<file path="src/rtl/kbd_pkg.sv">
// rtl/kbd_pkg.sv - scan-code constants, decoder state type and set-2 make-code to ASCII lookup
package kbd_pkg;

    localparam logic [7:0] SC_BREAK  = 8'hF0;
    localparam logic [7:0] SC_EXT    = 8'hE0;
    localparam logic [7:0] SC_LSHIFT = 8'h12;
    localparam logic [7:0] SC_RSHIFT = 8'h59;
    localparam logic [7:0] SC_ENTER  = 8'h5A;

    typedef enum logic [1:0] {IDLE, BRK, EXT, EXT_BRK} kbd_state_t;

    // shift=1 yields uppercase letters; returns 0 for codes with no ASCII meaning
    function automatic logic [7:0] scan_to_ascii(input logic [7:0] scan, input logic shift);
        logic [7:0] code;
        logic       isLetter;
        code     = 8'h00;
        isLetter = 1'b1;
        case (scan)
            8'h1C: code = 8'h41;  8'h32: code = 8'h42;  8'h21: code = 8'h43;  8'h23: code = 8'h44;
            8'h24: code = 8'h45;  8'h2B: code = 8'h46;  8'h34: code = 8'h47;  8'h33: code = 8'h48;
            8'h43: code = 8'h49;  8'h3B: code = 8'h4A;  8'h42: code = 8'h4B;  8'h4B: code = 8'h4C;
            8'h3A: code = 8'h4D;  8'h31: code = 8'h4E;  8'h44: code = 8'h4F;  8'h4D: code = 8'h50;
            8'h15: code = 8'h51;  8'h2D: code = 8'h52;  8'h1B: code = 8'h53;  8'h2C: code = 8'h54;
            8'h3C: code = 8'h55;  8'h2A: code = 8'h56;  8'h1D: code = 8'h57;  8'h22: code = 8'h58;
            8'h35: code = 8'h59;  8'h1A: code = 8'h5A;
            default: isLetter = 1'b0;
        endcase
        if (isLetter) begin
            if (!shift) code = code | 8'h20;
        end else begin
            case (scan)
                8'h45: code = 8'h30;  8'h16: code = 8'h31;  8'h1E: code = 8'h32;  8'h26: code = 8'h33;
                8'h25: code = 8'h34;  8'h2E: code = 8'h35;  8'h36: code = 8'h36;  8'h3D: code = 8'h37;
                8'h3E: code = 8'h38;  8'h46: code = 8'h39;
                8'h5A: code = 8'h0D;  8'h66: code = 8'h08;  8'h29: code = 8'h20;  8'h76: code = 8'h1B;
                default: code = 8'h00;
            endcase
        end
        return code;
    endfunction

endpackage

</file>
<file path="src/rtl/kbd_fifo.sv">
// rtl/kbd_fifo.sv - first-word fall-through FIFO with full/empty flags and dropped-write indication
module kbd_fifo #(
    parameter int WIDTH = 8,
    parameter int DEPTH = 16
) (
    input  logic             clk,
    input  logic             reset,
    input  logic [WIDTH-1:0] wrData,
    input  logic             wrEn,
    output logic             full,
    output logic             dropped,
    output logic [WIDTH-1:0] rdData,
    output logic             empty,
    input  logic             rdEn
);

    localparam int AW = $clog2(DEPTH);

    logic [AW:0]      wrPtr;
    logic [AW:0]      rdPtr;
    logic [WIDTH-1:0] mem [DEPTH];
    logic             doRead;
    logic             doWrite;

    assign empty   = (wrPtr == rdPtr);
    assign full    = (wrPtr[AW] != rdPtr[AW]) && (wrPtr[AW-1:0] == rdPtr[AW-1:0]);
    assign doRead  = rdEn && !empty;
    // a read in the same cycle frees the slot, so a write into a full FIFO still lands
    assign doWrite = wrEn && (!full || doRead);
    assign dropped = wrEn && full && !doRead;
    assign rdData  = empty ? '0 : mem[rdPtr[AW-1:0]];

    always_ff @(posedge clk) begin
        if (reset) begin
            wrPtr <= '0;
            rdPtr <= '0;
        end else begin
            if (doWrite) wrPtr <= wrPtr + 1'b1;
            if (doRead)  rdPtr <= rdPtr + 1'b1;
        end
    end

    always_ff @(posedge clk) begin
        if (doWrite) mem[wrPtr[AW-1:0]] <= wrData;
    end

endmodule

</file>
<file path="src/rtl/kbd_key_decoder.sv">
// rtl/kbd_key_decoder.sv - PS/2 set-2 scan byte to ASCII decoder with F0/E0 prefix FSM and ASCII FIFO
// Optional KBD_SHIFT_EN: track L/R shift and emit lowercase letters unless shift is held.
module kbd_key_decoder
    import kbd_pkg::*;
#(
    parameter int FIFO_DEPTH = 16,
    parameter int ERR_W      = 8
) (
    input  logic             clk,
    input  logic             reset,
    input  logic [7:0]       scanByte,
    input  logic             keyStrobe,
    input  logic             parityErr,
    output logic [7:0]       asciiData,
    output logic             asciiValid,
    input  logic             asciiReady,
    output logic             overflow,
    input  logic             clearOverflow,
    output logic [ERR_W-1:0] errCount
);

    logic       s1, s2, s3;
    logic       capture;
    kbd_state_t state, nextState;
    logic [7:0] makeCode;
    logic       makeValid;
    logic       shiftFlag;
    logic       shiftSet, shiftClr;
    logic       wrEn;
    logic [7:0] wrData;
    logic       fifoEmpty, fifoFull, fifoDropped;

    // The synchroniser keeps sampling through reset so s3 follows s2 and a strobe
    // level held across reset release is not mistaken for a fresh rising edge.
    always_ff @(posedge clk) begin
        s1 <= keyStrobe;
        s2 <= s1;
        s3 <= s2;
    end

    assign capture = s2 && !s3;

`ifdef KBD_SHIFT_EN
    logic shiftHeld;
    always_ff @(posedge clk) begin
        if (reset)         shiftHeld <= 1'b0;
        else if (shiftSet) shiftHeld <= 1'b1;
        else if (shiftClr) shiftHeld <= 1'b0;
    end
    assign shiftFlag = shiftHeld;
`else
    assign shiftFlag = 1'b1;
`endif

    always_ff @(posedge clk) begin
        if (reset) state <= IDLE;
        else       state <= nextState;
    end

    always_comb begin
        nextState = state;
        makeCode  = scan_to_ascii(scanByte, shiftFlag);
        makeValid = 1'b0;
        shiftSet  = 1'b0;
        shiftClr  = 1'b0;
        if (capture) begin
            if (parityErr) begin
                nextState = IDLE;
            end else begin
                case (state)
                    IDLE: begin
                        if (scanByte == SC_BREAK)    nextState = BRK;
                        else if (scanByte == SC_EXT) nextState = EXT;
`ifdef KBD_SHIFT_EN
                        else if (scanByte == SC_LSHIFT || scanByte == SC_RSHIFT) shiftSet = 1'b1;
`endif
                        else makeValid = (makeCode != 8'h00);
                    end
                    BRK: begin
                        nextState = IDLE;
`ifdef KBD_SHIFT_EN
                        shiftClr = (scanByte == SC_LSHIFT || scanByte == SC_RSHIFT);
`endif
                    end
                    EXT: begin
                        nextState = (scanByte == SC_BREAK) ? EXT_BRK : IDLE;
                        if (scanByte == SC_ENTER) begin
                            makeCode  = 8'h0D;
                            makeValid = 1'b1;
                        end
                    end
                    default: nextState = IDLE;
                endcase
            end
        end
    end

    // Decoded makes are registered before the FIFO write, giving the fixed 4-cycle latency
    always_ff @(posedge clk) begin
        if (reset) begin
            wrEn   <= 1'b0;
            wrData <= 8'h00;
        end else begin
            wrEn   <= makeValid;
            wrData <= makeCode;
        end
    end

    always_ff @(posedge clk) begin
        if (reset)                                         errCount <= '0;
        else if (capture && parityErr && errCount != '1)   errCount <= errCount + 1'b1;
    end

    always_ff @(posedge clk) begin
        if (reset)              overflow <= 1'b0;
        else if (fifoDropped)   overflow <= 1'b1;
        else if (clearOverflow) overflow <= 1'b0;
    end

    kbd_fifo #(
        .WIDTH(8),
        .DEPTH(FIFO_DEPTH)
    ) uFifo (
        .clk    (clk),
        .reset  (reset),
        .wrData (wrData),
        .wrEn   (wrEn),
        .full   (fifoFull),
        .dropped(fifoDropped),
        .rdData (asciiData),
        .empty  (fifoEmpty),
        .rdEn   (asciiReady)
    );

    assign asciiValid = !fifoEmpty;

endmodule
</file>
<file path="config.mk">
export PLATFORM = sky130hd
export DESIGN_NAME = kbd_key_decoder
export DESIGN_NICKNAME = d
export VERILOG_FILES = /design/src/rtl/kbd_pkg.sv /design/src/rtl/kbd_fifo.sv /design/src/rtl/kbd_key_decoder.sv
export SDC_FILE = /design/constraint.sdc
export NUM_CORES = 1
export LEC_CHECK = 0
export CORE_MARGIN = 4
export CORE_UTILIZATION = 40
export CTS_CLUSTER_SIZE = 20
export DETAILED_ROUTE_END_ITERATION = 10
export PLACE_DENSITY = 0.58
export SYNTH_ARGS = -nofsm -noshare
export SYNTH_HDL_FRONTEND = slang
export SYNTH_SLANG_ARGS = --single-unit
export TNS_END_PERCENT = 1
</file>
<file path="constraint.sdc">
create_clock -name clk -period 2.5 [get_ports clk]
set_input_delay 0.375 -clock clk [delete_from_list [all_inputs] [get_ports clk]]
set_output_delay 0.375 -clock clk [all_outputs]
set_load 0.02 [all_outputs]
</file>
* Yosys cells after proc, flatten, opt, wreduce, memory -nomap -nowiden *
Memory sizes are Yosys's and may differ from the RTL's. A register that Yosys moved wholly into a read port is not among the register bits.
Cells that the tools add are included.

word-level totals
  output and inout bits = 18
  word-level logic and storage cells = 106
  RAM bits = 128
  input port bits = 14
  memories kept = 1
  register bits = 33

cells by class
  bitwise operators = 1
  add/sub/neg operators = 3
  equality and inequality tests = 48
  muxes and demuxes = 24
  reductions and logical operators = 19

memories
  memory     depth  width  read ports  clocked after Yosys merged registers in  wr ports  line            text
  uFifo.mem  16     8      1           1                                        1         kbd_fifo.sv:21  logic [WIDTH-1:0] mem [DEPTH];

operator list
  operator                                                         number
  8-bit by 6-bit == test with 1-bit output, second input constant  23
  7-bit case mux with 26 select lines                              1
  6-bit case mux with 14 select lines                              1
  8-bit by 7-bit == test with 1-bit output, second input constant  10
  8-bit by 5-bit == test with 1-bit output, second input constant  7
  8-bit 2-to-1 mux                                                 6
  26-bit OR reduction                                              1
  8-bit == test, second input constant                             2
  5-bit by 1-bit adder with 5-bit output, second input constant    2
  8-bit by 1-bit adder with 8-bit output, second input constant    1
  1-bit logical AND                                                8
  1-bit 2-to-1 mux                                                 8
  2-bit 2-to-1 mux                                                 4
  4-bit 2-to-1 mux                                                 2
  8-bit != test, second input constant                             1
  8-bit nonzero test                                               1
  5-bit == test                                                    1
  4-bit == test                                                    1
  1-bit logical NOT                                                4
  4-bit != test, second input constant                             1
  2-bit case mux with 2 select lines                               1
  3-bit OR reduction                                               1
  2-bit == test, second input constant                             1
  2-bit logical NOT                                                1
  6 further kinds                                                  6

* Logic depth before layout (Yosys ltp) *
  depth after elaboration = 8
  gate-level depth with buffers = 9
  gate-level depth less buffers = 7

* Cells and area by module *
A second synthesis with hierarchy kept.

unflattened totals
  cells, all modules = 516
  area, all modules = 7250.7 um^2

by module, submodules not included
  module           times used  area each (um^2)  cells each  sequential area each (um^2)
  kbd_fifo         1           5599.1            289         4124.0
  kbd_key_decoder  1           1651.6            227         440.4

* Worst setup path before layout *
OpenSTA, ideal clock, no wires.

  kind = register to register
  start = register uFifo.wrPtr[3]
  end = memory uFifo.mem[3][0] (enable)
  setup time = 380 ps
  data required time = 2120 ps
  path slack = 272 ps
  clock period less this slack = 2228 ps
  cell stages (with the launch flop) = 7
  arrival time = 1848 ps
  path buffers = 1
  cells stage by stage = dfxtp_1 -> buf_2 -> xor2_1 -> nor4_1 -> a21boi_1 -> nand2_1 -> nor3_1

on the way
  longest elaborated chain between the ends = 7
  elaborated cells between the ends (all ways) = 10
  those cells by class = eq/ne (2); mux (2); reduce/logical (6)

ends and longest elaborated chain
  what                                                           line                            text
  start, declared                                                kbd_fifo.sv:19                  logic [AW:0] wrPtr;
  start signal, assigned                                         kbd_fifo.sv:38                  if (doWrite) wrPtr <= wrPtr + 1'b1;
  5-bit == test / 4-bit == test (equally long branches)          kbd_fifo.sv:25, kbd_fifo.sv:26
  1-bit logical NOT / 1-bit logical AND (equally long branches)  kbd_fifo.sv:27, kbd_fifo.sv:26
  1-bit logical AND / 1-bit logical NOT (equally long branches)  kbd_fifo.sv:27, kbd_fifo.sv:29
  1-bit logical OR                                               kbd_fifo.sv:29                  assign doWrite = wrEn && (!full || doRead);
  1-bit logical AND                                              kbd_fifo.sv:29
  1-bit 2-to-1 mux                                               kbd_fifo.sv:44                  if (doWrite) mem[wrPtr[AW-1:0]] <= wrData;
  1-bit 2-to-1 mux (not written as such)                         kbd_fifo.sv:44
  end, declared                                                  kbd_fifo.sv:21

Parallel ways exist; a longest one is shown, timed or not.

==> reports/qor.csv <==
stage,metric,value,unit
run_status,status,finished clean,
setup_path,crit path max fanout,5,
die,chip height,137,µm
job,Max Cap Violations,0,
clock_network,Num CTS Buffers,17,
sta,Final Max Slew Viols,0,
clock_network,CTS sink cnt,148,
sta,highest clock rate,400,MHz
setup_path,reg2reg path depth,7,
logic_synthesis,Mapped Area,6650,µm²
worst_hold_path,hold path start,s1$_DFF_P_,
placement,Post-DP HPWL,10700,µm
logic_synthesis,ys flop type,edfxtp_1,
sta,measured slew at the worst slew-check pin,656,ps
die,die area,18700,µm²
pwr,Pwr Total,5.46,mW
logic_synthesis,Mapped Nets,514,
die,Row Count,46,
clock_network,clock latency on the worst-skew pair,420,ps
sta,Final setup violation count,0,
final_layout,final instance area,8350,µm²
setup_path,CP arrival,2120,ps
clock_network,clock root buffer,clkbuf_16,
pwr,peak supply drop,489,µV
detailed_routing,iteration count of the initial detailed-routing pass,5,
die,num ports,32,
placement,GPL Wtd Cong,0.860,
worst_hold_path,Hold WC Path Type,reg -> reg,
grt,grt total ovfl,0,
sta,Final Cycle Share,99.9,%
sta,Final Hold Viols,0,
clock_network,"Reg clk slew, reported paths",60,ps
sta,Tmin final,2500,ps
pwr,pwr dens,655,nW/µm²
logic_synthesis,sequential share of the synthesized area,61.4,%
clock_network,H-tree depth,4,
sta,clk_skew,8.28,ps
setup_path,Setup CP Type,reg -> out,
setup_path,R2R setup slack,360,ps
setup_path,Worst Path Required,2120,ps
final_layout,"commonest cells after routing, fill and taps aside","112 x edfxtp_1, 65 x buf_4, 40 x nor2_1",
final_layout,layout overhead on the synthesized area,25.6,%
grt,Total Routing Usage GR,17.4,%
clock_network,maximum root-to-sink buffer count,2,
grt,largest net degree at the start of global routing,29,
setup_path,RR Startpoint,uFifo.wrPtr[0]$_SDFFE_PP0P_,
logic_synthesis,number of synthesized register bits,148,
pwr,Leak Pwr,2.84,nW
grt,vias in the first global route,4392,
detailed_routing,initial DRC count,307,
die,Starting Density,41.4,%
clock_network,CTS tree,yes,
detailed_routing,Antenna Nets Post-Route,0,
logic_synthesis,synth unique cells,56,
sta,max_slew headroom,56.2,%
clock_network,CTS Hold Buffers Added,0,
final_layout,layout cells sized above 1,26.6,%
detailed_routing,post-DR vias/cell,5.45,
setup_path,Worst R2R End,uFifo.mem[7][1]$_DFFE_PP_,
setup_path,Worst setup SP type,flop,
setup_path,Worst setup EP type,output port,
logic_synthesis,Post-synth EDFFs,112,
detailed_routing,drt total wl,15200,µm
die,Die X,137,µm
die,core area,16100,µm²
logic_synthesis,Post-synth ARST share,0,%
logic_synthesis,warnings from Yosys,0,
final_layout,nets,605,
sta,RSZ-0062 raised after global routing,true,
logic_synthesis,Post-Synthesis Cells,494,
final_layout,n_diodes,0,
grt,wire length of the first global-routing pass,24400,µm
worst_hold_path,Worst Hold Depth,0,
placement,Port Buffers,30,
final_layout,"most common cell after layout, fill and taps aside",edfxtp_1,
logic_synthesis,Syn Area/Cell,13.5,µm²
detailed_routing,post-detailed-route wirelength per cell,18.7,µm
worst_hold_path,Hold EP,s2$_DFF_P_,
detailed_routing,detailed-route via count,4437,
detailed_routing,drc violations,0,
placement,DP Area,7690,µm²
grt,antenna violations before repair,0,
worst max-delay path by stage:
stage / startpoint / to / slack [ps]
global route: flop / asciiData[5] / -80
CTS: flop / asciiData[4] / -30
finish: flop / asciiData[6] / 3
global placement: scanByte[1] / wrEn$_SDFF_PP0_ / -60
detailed placement: scanByte[4] / wrEn$_SDFF_PP0_ / -70
floorplan: uFifo.wrPtr[3]$_SDFFE_PP0P_ / uFifo.mem[3][0]$_DFFE_PP_ / 270
repair_timing:
item                                    in CTS  in global routing
cloned                                       0                  1
endpoints found under the setup margin       8                  7
gates resized for setup                     49                  7
pin swaps                                    5                  8
buffers inserted                             0                  1
synthesized netlist by cell type, types with 2 or more instances:
library cell | n | share of area (%)
xnor2_1 | 8 | 1.1
o21a_1 | 2 | 0.23
a211oi_1 | 15 | 1.7
inv_1 | 9 | 0.51
o221ai_1 | 2 | 0.26
ha_1 | 6 | 1.1
buf_2 | 13 | 0.98
dfxtp_1 | 36 | 11
edfxtp_1 | 112 | 51
o21ai_0 | 11 | 0.83
or3_1 | 5 | 0.47
a21oi_1 | 15 | 1.1
nor2b_1 | 16 | 1.5
a22oi_1 | 2 | 0.23
and2_1 | 5 | 0.47
o32ai_1 | 2 | 0.26
mux2i_1 | 9 | 1.4
clkbuf_1 | 15 | 0.85
mux4_2 | 28 | 9.5
o311ai_0 | 2 | 0.26
or2b_1 | 2 | 0.23
nand2b_1 | 9 | 0.85
o211ai_1 | 5 | 0.56
a21boi_1 | 2 | 0.23
nor4bb_1 | 2 | 0.30
and3_1 | 2 | 0.19
nor3b_1 | 4 | 0.45
o2111ai_1 | 2 | 0.26
a32oi_1 | 4 | 0.53
nor2_1 | 40 | 2.3
nand2_1 | 25 | 1.4
xor2_1 | 12 | 1.6
nand4_1 | 11 | 1.0
nor4b_1 | 5 | 0.66
nor3_1 | 19 | 1.4
nand3_1 | 8 | 0.60
a31oi_1 | 7 | 0.66
nor4_1 | 4 | 0.38
per-stage QoR:
stage	setup WS [ps]	cells	util (%)	hold slack [ps]	setup TNS, ps
6_report	2.63	814	52.0	330	0
5_1_grt	-81.9	814	52.0	348	-460
4_1_cts	-28.5	813	51.6	337	-84.9
3_5_place_dp	-70.7	781	47.9	316	-142
2_1_floorplan	272	494	-	310	0
3_3_place_gp	-62.8	781	47.9	321	-99.5
report_power, final:
group / total, mW / internal (mW) / switching (mW)
Clock: 2.45 / 1.42 / 1.03
Combinational: 0.334 / 0.163 / 0.170
Sequential: 2.68 / 2.65 / 0.0333
layer usage:
layer / share of wire (%) / track usage (%)
met4: 1.7 / 5.71
met3: 4.7 / 4.52
met1: 45 / 23.8
met5: 0 / 0
met2: 48 / 27.4
final cells by class:
| type | count | area, µm² |
|---|---|---|
| sequential | 148 | 4090 |
| timing repair buffer | 102 | 903 |
| clock inverter | 14 | 143 |
| inverter | 10 | 37.5 |
| tap | 216 | 270 |
| multi-input combinational | 306 | 2470 |
| clock buffer | 18 | 439 |
| fill | 1330 | 7710 |
logic make-up after synthesis:
logic type / count (synthesis) / share of synthesized area [%]
AO/OA/AOI/OAI: 78 / 8.06
adder cells (fa/ha/maj): 6 / 1.13
multiplexers: 38 / 11.0
other: 1 / 0.0564
flip-flops: 148 / 61.4
AND/OR/NAND/NOR: 163 / 13.1
XOR/XNOR: 20 / 2.64
buffers and inverters: 40 / 2.56
registers in the layout, summed over array words and instances, names as in the netlist, named ones only:
register,count
errCount,8
overflow,1
wrData,7
s1,1
state,2
uFifo.rdPtr,5
wrEn,1
s3,1
uFifo.wrPtr,5
s2,1
uFifo.mem,112
critical path, cell delays in order, from the launching register on:
cell and delay [ps]:
dfxtp_4 420, buf_12 140, buf_12 110, mux4_2 500, a211oi_2 280, a211oi_1 70, buf_2 190
No activity file was read; power rests on OpenSTA's default activity.
